### src/rtl/etc_pkg.sv
// Shared definitions for the tensor-core tile accumulator.
//   - Opcode constants carried on in_op (MAC = add-reduce, anything else = min-plus).
//   - Tile typedef at the default element width (4x4 lanes of 16 bits).
//   - Accumulator FSM state enum.
package etc_pkg;

  localparam logic [1:0] ETC_OP_MAC  = 2'd0;
  localparam logic [1:0] ETC_OP_APSP = 2'd1;

  localparam int unsigned EtcDefaultW = 16;

  // Default-width tile; the RTL itself uses the W-parameterised form of the same shape.
  typedef logic [3:0][3:0][EtcDefaultW-1:0] etc_tile_t;

  typedef enum logic [1:0] {
    StEmpty,  // no partial group
    StAcc,    // partial group held in the accumulator
    StFull    // finished group parked in the accumulator, waiting for the output slot
  } etc_state_e;

endpackage

### src/rtl/etc_combine.sv
// Element-wise combine of two 4x4 tiles.
//   acc_i     : running accumulator tile
//   tile_i    : incoming partial-product tile
//   min_sel_i : 1 = unsigned min (min-plus), 0 = add (MAC)
//   res_o     : combined tile
// Build option: ETC_ACCUM_SAT_EN makes MAC addition saturate at 2^W-1 instead of wrapping.
module etc_combine #(
  parameter int unsigned W = 16
) (
  input  logic [3:0][3:0][W-1:0] acc_i,
  input  logic [3:0][3:0][W-1:0] tile_i,
  input  logic                   min_sel_i,
  output logic [3:0][3:0][W-1:0] res_o
);

  for (genvar r = 0; r < 4; r++) begin : g_row
    for (genvar c = 0; c < 4; c++) begin : g_col
      logic [W-1:0] min_v;
      logic [W-1:0] add_v;

      assign min_v = (acc_i[r][c] < tile_i[r][c]) ? acc_i[r][c] : tile_i[r][c];

`ifdef ETC_ACCUM_SAT_EN
      logic [W:0] sum_v;
      assign sum_v = {1'b0, acc_i[r][c]} + {1'b0, tile_i[r][c]};
      // Carry out means the true sum exceeds the lane range: clamp to all ones.
      assign add_v = sum_v[W] ? {W{1'b1}} : sum_v[W-1:0];
`else
      assign add_v = acc_i[r][c] + tile_i[r][c];
`endif

      assign res_o[r][c] = min_sel_i ? min_v : add_v;
    end
  end

endmodule

### src/rtl/etc_tile_accum.sv
// Reduction accumulator for 4x4 tensor-core partial-result tiles.
// Tiles of a group are folded element-wise (add for MAC, unsigned min for min-plus);
// the op is taken from the group's first tile. A finished group goes to a one-entry
// output buffer, or waits in the accumulator (FULL) while that buffer is occupied.
//   clk, rst_n           : clock, asynchronous active-low reset
//   in_valid/in_ready    : input tile handshake
//   in_tile, in_op       : partial tile and opcode (op used on first tile only)
//   in_last              : final tile of the group
//   out_valid/out_ready  : output handshake
//   out_tile, out_count  : reduced tile and saturating tile count
// Build option: ETC_ACCUM_SAT_EN (saturating MAC addition, see etc_combine).
module etc_tile_accum
  import etc_pkg::*;
#(
  parameter int unsigned W  = 16,
  parameter int unsigned CW = 8
) (
  input  logic                   clk,
  input  logic                   rst_n,
  input  logic                   in_valid,
  output logic                   in_ready,
  input  logic [3:0][3:0][W-1:0] in_tile,
  input  logic [1:0]             in_op,
  input  logic                   in_last,
  output logic                   out_valid,
  input  logic                   out_ready,
  output logic [3:0][3:0][W-1:0] out_tile,
  output logic [CW-1:0]          out_count
);

  etc_state_e state_q, state_d;

  logic [3:0][3:0][W-1:0] acc_q, acc_d;
  logic [3:0][3:0][W-1:0] comb_res, merged;
  logic [1:0]             op_q, op_d;
  logic [CW-1:0]          cnt_q, cnt_d, cnt_next;

  logic                   out_valid_q, out_valid_d;
  logic [3:0][3:0][W-1:0] out_tile_q, out_tile_d;
  logic [CW-1:0]          out_count_q, out_count_d;

  logic accept, is_first, buf_free;

  etc_combine #(
    .W (W)
  ) u_combine (
    .acc_i     (acc_q),
    .tile_i    (in_tile),
    .min_sel_i (op_q != ETC_OP_MAC),
    .res_o     (comb_res)
  );

  assign in_ready = (state_q != StFull);
  assign accept   = in_valid && in_ready;
  assign is_first = (state_q == StEmpty);
  // Output slot can take a new entry if empty or being drained on this edge.
  assign buf_free = !out_valid_q || out_ready;

  always_comb begin
    merged   = is_first ? in_tile : comb_res;
    cnt_next = is_first ? CW'(1) : ((&cnt_q) ? cnt_q : cnt_q + CW'(1));
  end

  always_comb begin
    state_d     = state_q;
    acc_d       = acc_q;
    op_d        = op_q;
    cnt_d       = cnt_q;
    out_valid_d = out_valid_q && !out_ready;
    out_tile_d  = out_tile_q;
    out_count_d = out_count_q;

    unique case (state_q)
      StEmpty, StAcc: begin
        if (accept) begin
          if (is_first) begin
            op_d = in_op;
          end
          if (!in_last) begin
            acc_d   = merged;
            cnt_d   = cnt_next;
            state_d = StAcc;
          end else if (buf_free) begin
            out_tile_d  = merged;
            out_count_d = cnt_next;
            out_valid_d = 1'b1;
            state_d     = StEmpty;
          end else begin
            acc_d   = merged;
            cnt_d   = cnt_next;
            state_d = StFull;
          end
        end
      end
      StFull: begin
        if (buf_free) begin
          out_tile_d  = acc_q;
          out_count_d = cnt_q;
          out_valid_d = 1'b1;
          state_d     = StEmpty;
        end
      end
      default: state_d = StEmpty;
    endcase
  end

  always_ff @(posedge clk or negedge rst_n) begin
    if (!rst_n) begin
      state_q     <= StEmpty;
      acc_q       <= '0;
      op_q        <= ETC_OP_MAC;
      cnt_q       <= '0;
      out_valid_q <= 1'b0;
      out_tile_q  <= '0;
      out_count_q <= '0;
    end else begin
      state_q     <= state_d;
      acc_q       <= acc_d;
      op_q        <= op_d;
      cnt_q       <= cnt_d;
      out_valid_q <= out_valid_d;
      out_tile_q  <= out_tile_d;
      out_count_q <= out_count_d;
    end
  end

  assign out_valid = out_valid_q;
  assign out_tile  = out_tile_q;
  assign out_count = out_count_q;

endmodule

### config.mk
export PLATFORM = sky130hd
export DESIGN_NAME = etc_tile_accum
export DESIGN_NICKNAME = d
export VERILOG_FILES = /design/src/rtl/etc_pkg.sv /design/src/rtl/etc_combine.sv /design/src/rtl/etc_tile_accum.sv
export SDC_FILE = /design/constraint.sdc
export NUM_CORES = 2
export LEC_CHECK = 0
export ABC_AREA = 1
export ABC_CLOCK_PERIOD_IN_PS = 2900
export CORE_UTILIZATION = 55
export CTS_BUF_LIST = sky130_fd_sc_hd__clkbuf_8
export DETAILED_ROUTE_END_ITERATION = 6
export PLACE_DENSITY_LB_ADDON = 0.08
export RECOVER_POWER = 100
export SLEW_MARGIN = 20
export SYNTH_ARGS = -nofsm -noshare
export SYNTH_HDL_FRONTEND = slang
export SYNTH_SLANG_ARGS = --single-unit
### constraint.sdc
create_clock -name clk -period 2.9 [get_ports clk]
set_input_delay 0.435 -clock clk [delete_from_list [all_inputs] [get_ports clk]]
set_output_delay 0.435 -clock clk [all_outputs]
set_load 0.05 [all_outputs]
# ---- Yosys cells after proc, flatten, opt, wreduce, memory -nomap -nowiden
# Index checks and enable logic that the tools add are counted.
dict set report totals {
  regBits 533
  latchBits 0
  ramBits 0
  romBits 0
  inputBits 263
  n_memories 0
}
dict set report op_classes {
  n_addsub 17
  mul 0
  n_div 0
  magnitude_cmp 16
  n_eq_ne 8
  shift 0
  muxes 58
  bitwise 0
  n_reduce_logical 14
}
# op n
set op_table {}
lappend op_table {{256-bit two-way mux} 7}
lappend op_table {{16-bit two-way mux} 32}
lappend op_table {{256-bit case mux with 2 select lines} 1}
lappend op_table {{16-bit adder} 16}
lappend op_table {{16-bit < comparator} 16}
lappend op_table {{8-bit two-way mux} 8}
lappend op_table {{8-bit case mux with 2 select lines} 1}
lappend op_table {{2-bit != test, second input constant} 6}
lappend op_table {{8-bit by 1-bit adder with 8-bit output, second input constant} 1}
lappend op_table {{2-bit two-way mux} 4}
lappend op_table {{8-bit AND reduction} 1}
lappend op_table {{3-bit AND reduction} 2}
lappend op_table {{5-bit AND reduction} 1}
lappend op_table {{2-bit case mux with 2 select lines} 1}
lappend op_table {{2-bit nonzero test} 2}
lappend op_table {{1-bit two-way mux} 3}
lappend op_table {{2-bit by 1-bit equality test with 1-bit output, second input constant} 1}
lappend op_table {{2-bit equality test, second input constant} 1}
lappend op_table {{1-bit logical AND} 2}
lappend op_table {{1-bit logical NOT} 2}
lappend op_table {{2-bit logical NOT} 1}
lappend op_table {{1-bit case mux with 2 select lines} 1}
lappend op_table {{2-bit AND reduction} 1}
lappend op_table {{2-bit OR reduction} 1}
lappend op_table {{1-bit logical OR} 1}

# ---- Depth between registers and ports, before layout
dict set report logic_depth {
  ltp_word 8
  mapped_depth 19
  mapped_depth_nobuf 19
}

# ---- Hierarchy
# Synthesis repeated with hierarchy kept, for this count alone.
dict set report hier_totals {
  cells_unflattened 9118
  area_unflattened_um2 53831.6
}
# mod instances cells_per_inst area_per_inst_um2
set by_module_without_submodules {}
lappend by_module_without_submodules {etc_combine 1 5399 27550.2}
lappend by_module_without_submodules {etc_tile_accum 1 3719 26281.5}

# ---- Least setup slack after synthesis
# OpenSTA, ideal clock, no wires.
dict set report synth_path {
  path_kind {input -> register}
  from {input port in_tile[79] in the netlist's numbering}
  to {register out_tile_q (netlist bit out_tile[68])}
  setup_time_ps 118
  arrival_ps 2014
  t_required_ps 2782
  slack_ps 768
  cell_stages 13
  path_buffers 1
  path_cell_list {inv_1 > ha_1 > a21oi_1 > o21ai_0 > nor2_2 > nand2_2 > buf_4 > nand2_1 > nand3_1 > a21oi_1 > nand2_1 > nand2_1 > nand2_1}
}
dict set report synth_via {
  elab_chain_cells 8
}
# element line
set synth_lines {}
lappend synth_lines {{start, declared} etc_tile_accum.sv:22} ;# input logic [3:0][3:0][W-1:0] in_tile,
lappend synth_lines {{16-bit < comparator} etc_combine.sv:21} ;# assign min_v = (acc_i[r][c] < tile_i[r][c]) ? acc_i[r][c] : tile_i[r][c];
lappend synth_lines {{16-bit two-way mux} etc_combine.sv:21}
lappend synth_lines {{16-bit two-way mux} etc_combine.sv:32} ;# assign res_o[r][c] = min_sel_i ? min_v : add_v;
lappend synth_lines {{256-bit two-way mux} etc_tile_accum.sv:60} ;# merged = is_first ? in_tile : comb_res;
lappend synth_lines {{256-bit two-way mux} etc_tile_accum.sv:83} ;# end else if (buf_free) begin
lappend synth_lines {{256-bit two-way mux} etc_tile_accum.sv:79} ;# if (!in_last) begin
lappend synth_lines {{256-bit two-way mux} etc_tile_accum.sv:75} ;# if (accept) begin
lappend synth_lines {{256-bit case mux with 2 select lines} etc_tile_accum.sv:73} ;# unique case (state_q)
lappend synth_lines {{end signal, assigned} etc_tile_accum.sv:122} ;# out_tile_q <= out_tile_d;
lappend synth_lines {{end, declared} etc_tile_accum.sv:39} ;# logic [3:0][3:0][W-1:0] out_tile_q, out_tile_d;
# Every way passes these cells. The select of a mux whose other input is x is not followed.
# A chain may end at the register's enable or synchronous reset.

# ---- Worst setup path in the final report
dict set report layout_path {
  from {register out_count_q[1], in the netlist out_count[1]}
  to {output port out_count[1]}
}
# element line
set layout_rtl {}
lappend layout_rtl {{start, declared} etc_tile_accum.sv:40} ;# logic [CW-1:0] out_count_q, out_count_d;
lappend layout_rtl {{start signal, assigned} etc_tile_accum.sv:123} ;# out_count_q <= out_count_d;
lappend layout_rtl {{end, declared} etc_tile_accum.sv:28} ;# output logic [CW-1:0] out_count
# No word-level cell between the ends.

==> flow_summary.yaml <==
clocking:
  clock_latency_ns: 0.80
  htreeDepth: 3
  clk_pin_slew_ns: 0.06
  post_cts_resized: 0
  cts_buffer_depth: 3
  cts_made_buffers: 98
  cts_tree: "built"
  cts_setup_buffers: 0
  clockRootBuffer: "clkbuf_8"
  clock-sinks: 533
drt:
  dr_total_vias: 57780
  drtIter0Drc: 5023
  drcViolationCount: 9
  finalWirelength_mm: 175.0
  viasPerCell: 5.448
  drt_first_pass_iters: 7
  wl_per_cell_um: 16.50
  drtAntennaViolNets: 0
logic_synthesis:
  syn_area_per_cell_sq_um: 6.086
  syn_inst: 8612
  syn_nets: 9388
  synth_edf_count: 0
  synth-main-ff-cell: "dfrtp_1"
  netlist-cell-type-count: 51
  synthesis.area_sq_um: 52410
  async_reset_ff_share_pct: 100.0
  synth_seq_cells: 533
  ys_seq_area_share_pct: 25.45
  yosysWarningCount: 0
worst_setup_path:
  worstPathRequired_ns: 2.47
  crit_family: "buffers and inverters"
  crit_buf_inv: 1
  critical_path.max_stage_delay_ns: 0.95
  cp-end-kind: "output port"
  path_class: "reg2out"
  cp_slowest_cell: "dlygate4sd3_1"
  cp.arrival_ns: 2.20
  start_kind: "flip-flop"
  path_cells: "dlygate4sd3_1"
  path_max_fanout: 2
global_routing:
  grt_overflow_total: 0
  grt_pass1_vias: 55022
  grt_pass1_wl_mm: 283.1
  antenna_found_initial: 21
  track_usage_pct: 35.43
  grt_start_max_net_pins: 159
layout:
  final_cells: 10605
  area_growth_pct: 19.70
  drive_gt1_share_pct: 6.115
  layout_common_cells: "nand2_1, nand3_1, inv_1"
  final_util_pct: 66.82
  fillCellCount: 8800
  final_common_cell: "nand2_1"
  design_area_sq_um: 62740
  final_net_count: 10039
placement:
  io_buffers: 528
  hpwl_mm: 127.7
  postPlaceCellArea_sq_um: 60970
  place_congestion: 0.9956
  placedCellCount: 10416
die:
  num_rows: 112
  dieArea_sq_um: 96530
  fp.dieW_um: 310.7
  io_pins: 529
  initial_core_util_pct: 55.82
  fp.dieH_um: 310.7
  coreArea_sq_um: 93890
sta:
  clock.fmax_ghz: 0.3791
  worst_pin_slew_ns: 2.257
  drv_slew: 59
  period_minus_slack_ns: 2.638
  finalHoldViolations: 0
  slew_headroom_pct: -50.46
  rsz0062_at_grt: "false"
  setup_viol: 0
  post-route-period-util_pct: 90.96
  fin_worst_skew_ns: 0.04454
status:
  violations: "design-rule violations, max-capacitance violations, max-slew violations"
  status: "finished with violations"
flow_run:
  max-cap-violations: 1
pwr:
  power.density_nw_per_um2: 775.9
  leakagePower_uw: 0.03561
  peakVddDrop_mv: 0.5169
worst_hold_path:
  min-delay-path-class: "in2reg"
final cells by class:
type | count | area, sq um | area share (%)
multi-input cells | 6641 | 33200 | 52.92
flip-flops and latches | 533 | 13340 | 21.26
repair buffers | 906 | 8528 | 13.59
inverters | 1083 | 4093 | 6.524
clock buffers | 118 | 1624 | 2.589
well taps | 1254 | 1569 | 2.501
clock inverters | 57 | 351.6 | 0.5604
diodes | 13 | 32.53 | 0.05185
logic make-up (layout without fill, tap and decap cells):
| kind of cell | after synthesis | after routing | synth area share, % |
|---|---|---|---|
| AO/OA/AOI/OAI | 960 | 960 | 9.993 |
| adder cells (fa/ha/maj) | 513 | 513 | 12.48 |
| buffers and inverters | 1438 | 2164 | 11.08 |
| other | 0 | 13 | 0 |
| flip-flops | 533 | 533 | 25.45 |
| XOR/XNOR | 32 | 32 | 0.5348 |
| multiplexers | 2 | 2 | 0.04297 |
| AND/OR/NAND/NOR | 5134 | 5134 | 40.42 |
state kept, by name, summed over array words and instances (netlist names):
signal	flops
state_q	2
op_q	2
out_valid	1
out_count	8
out_tile	256
acc_q	256
cnt_q	8
cells in the mapped netlist (all sizes together), types with 9 or more instances:
cell type,n,area (sq um)
nand2,3092,11710
nand3,1106,5540
inv,1082,4061
nor2,791,3037
dfrtp,533,13340
ha,497,6218
a21oi,467,2416
o21ai,293,1470
buf,183,994.7
clkbuf,170,724.5
a31oi,119,744.5
nand4,63,394.1
nor3,45,264.0
o21bai,40,300.3
xor2,30,262.8
a21o,17,127.6
fa,16,320.3
and2,14,87.58
or2,10,62.56
nand3b,9,67.56
metrics by stage:
step / hold WS, ns / setup TNS (ns) / total power [uW] / worst slack [ns]
after floorplan: 0.1394 / 0 / 31870 / 0.7683
after global placement: 0.4615 / -0.1302 / 40920 / -0.02898
after detailed placement: 0.4644 / -0.5626 / 41390 / -0.09383
after CTS: 0.2055 / 0 / 49150 / 0.2621
after global routing: 0.2602 / 0 / 52560 / 0.1112
final: 0.2636 / 0 / 48680 / 0.2622
power breakdown:
part | total [uW] | internal [uW] | switching [uW]
sequential | 11900 | 9630 | 2300
combinational | 29200 | 10200 | 19000
clock | 7550 | 3950 | 3600
final timing paths:
check	slack (ns)	cells past startpoint	endpoint	from
setup / recovery	0.26	1	out_count[1]	out_count[1]
hold / removal	0.26	2	op_q[1]	in_op[1]
setup reg to reg	0.28	7	out_tile[69]	state_q[0]
hold reg to reg	0.47	2	out_tile[221]	out_tile[221]
max in group asynchronous	0.40	3	acc_q[42]	rst_n
min in group asynchronous	0.88	2	out_tile[153]	rst_n
timing repair:
action                                  in CTS  in global routing
endpoints found under the setup margin       0                  0
hold buffers                                 1                  0
endpoints found under the hold margin       44                  0
routing by layer:
metal / track usage (%) / vias to the layer above / part of all wire, %
met2: 57.62 / 2210 / 45
met1: 45.94 / 26473 / 42
li1: - / 28681 / -
met3: 5.439 / 400 / 7.8
met5: 0 / - / 0.052
met4: 17.15 / 16 / 4.8
Note: power is estimated with default switching activity, not from simulation.
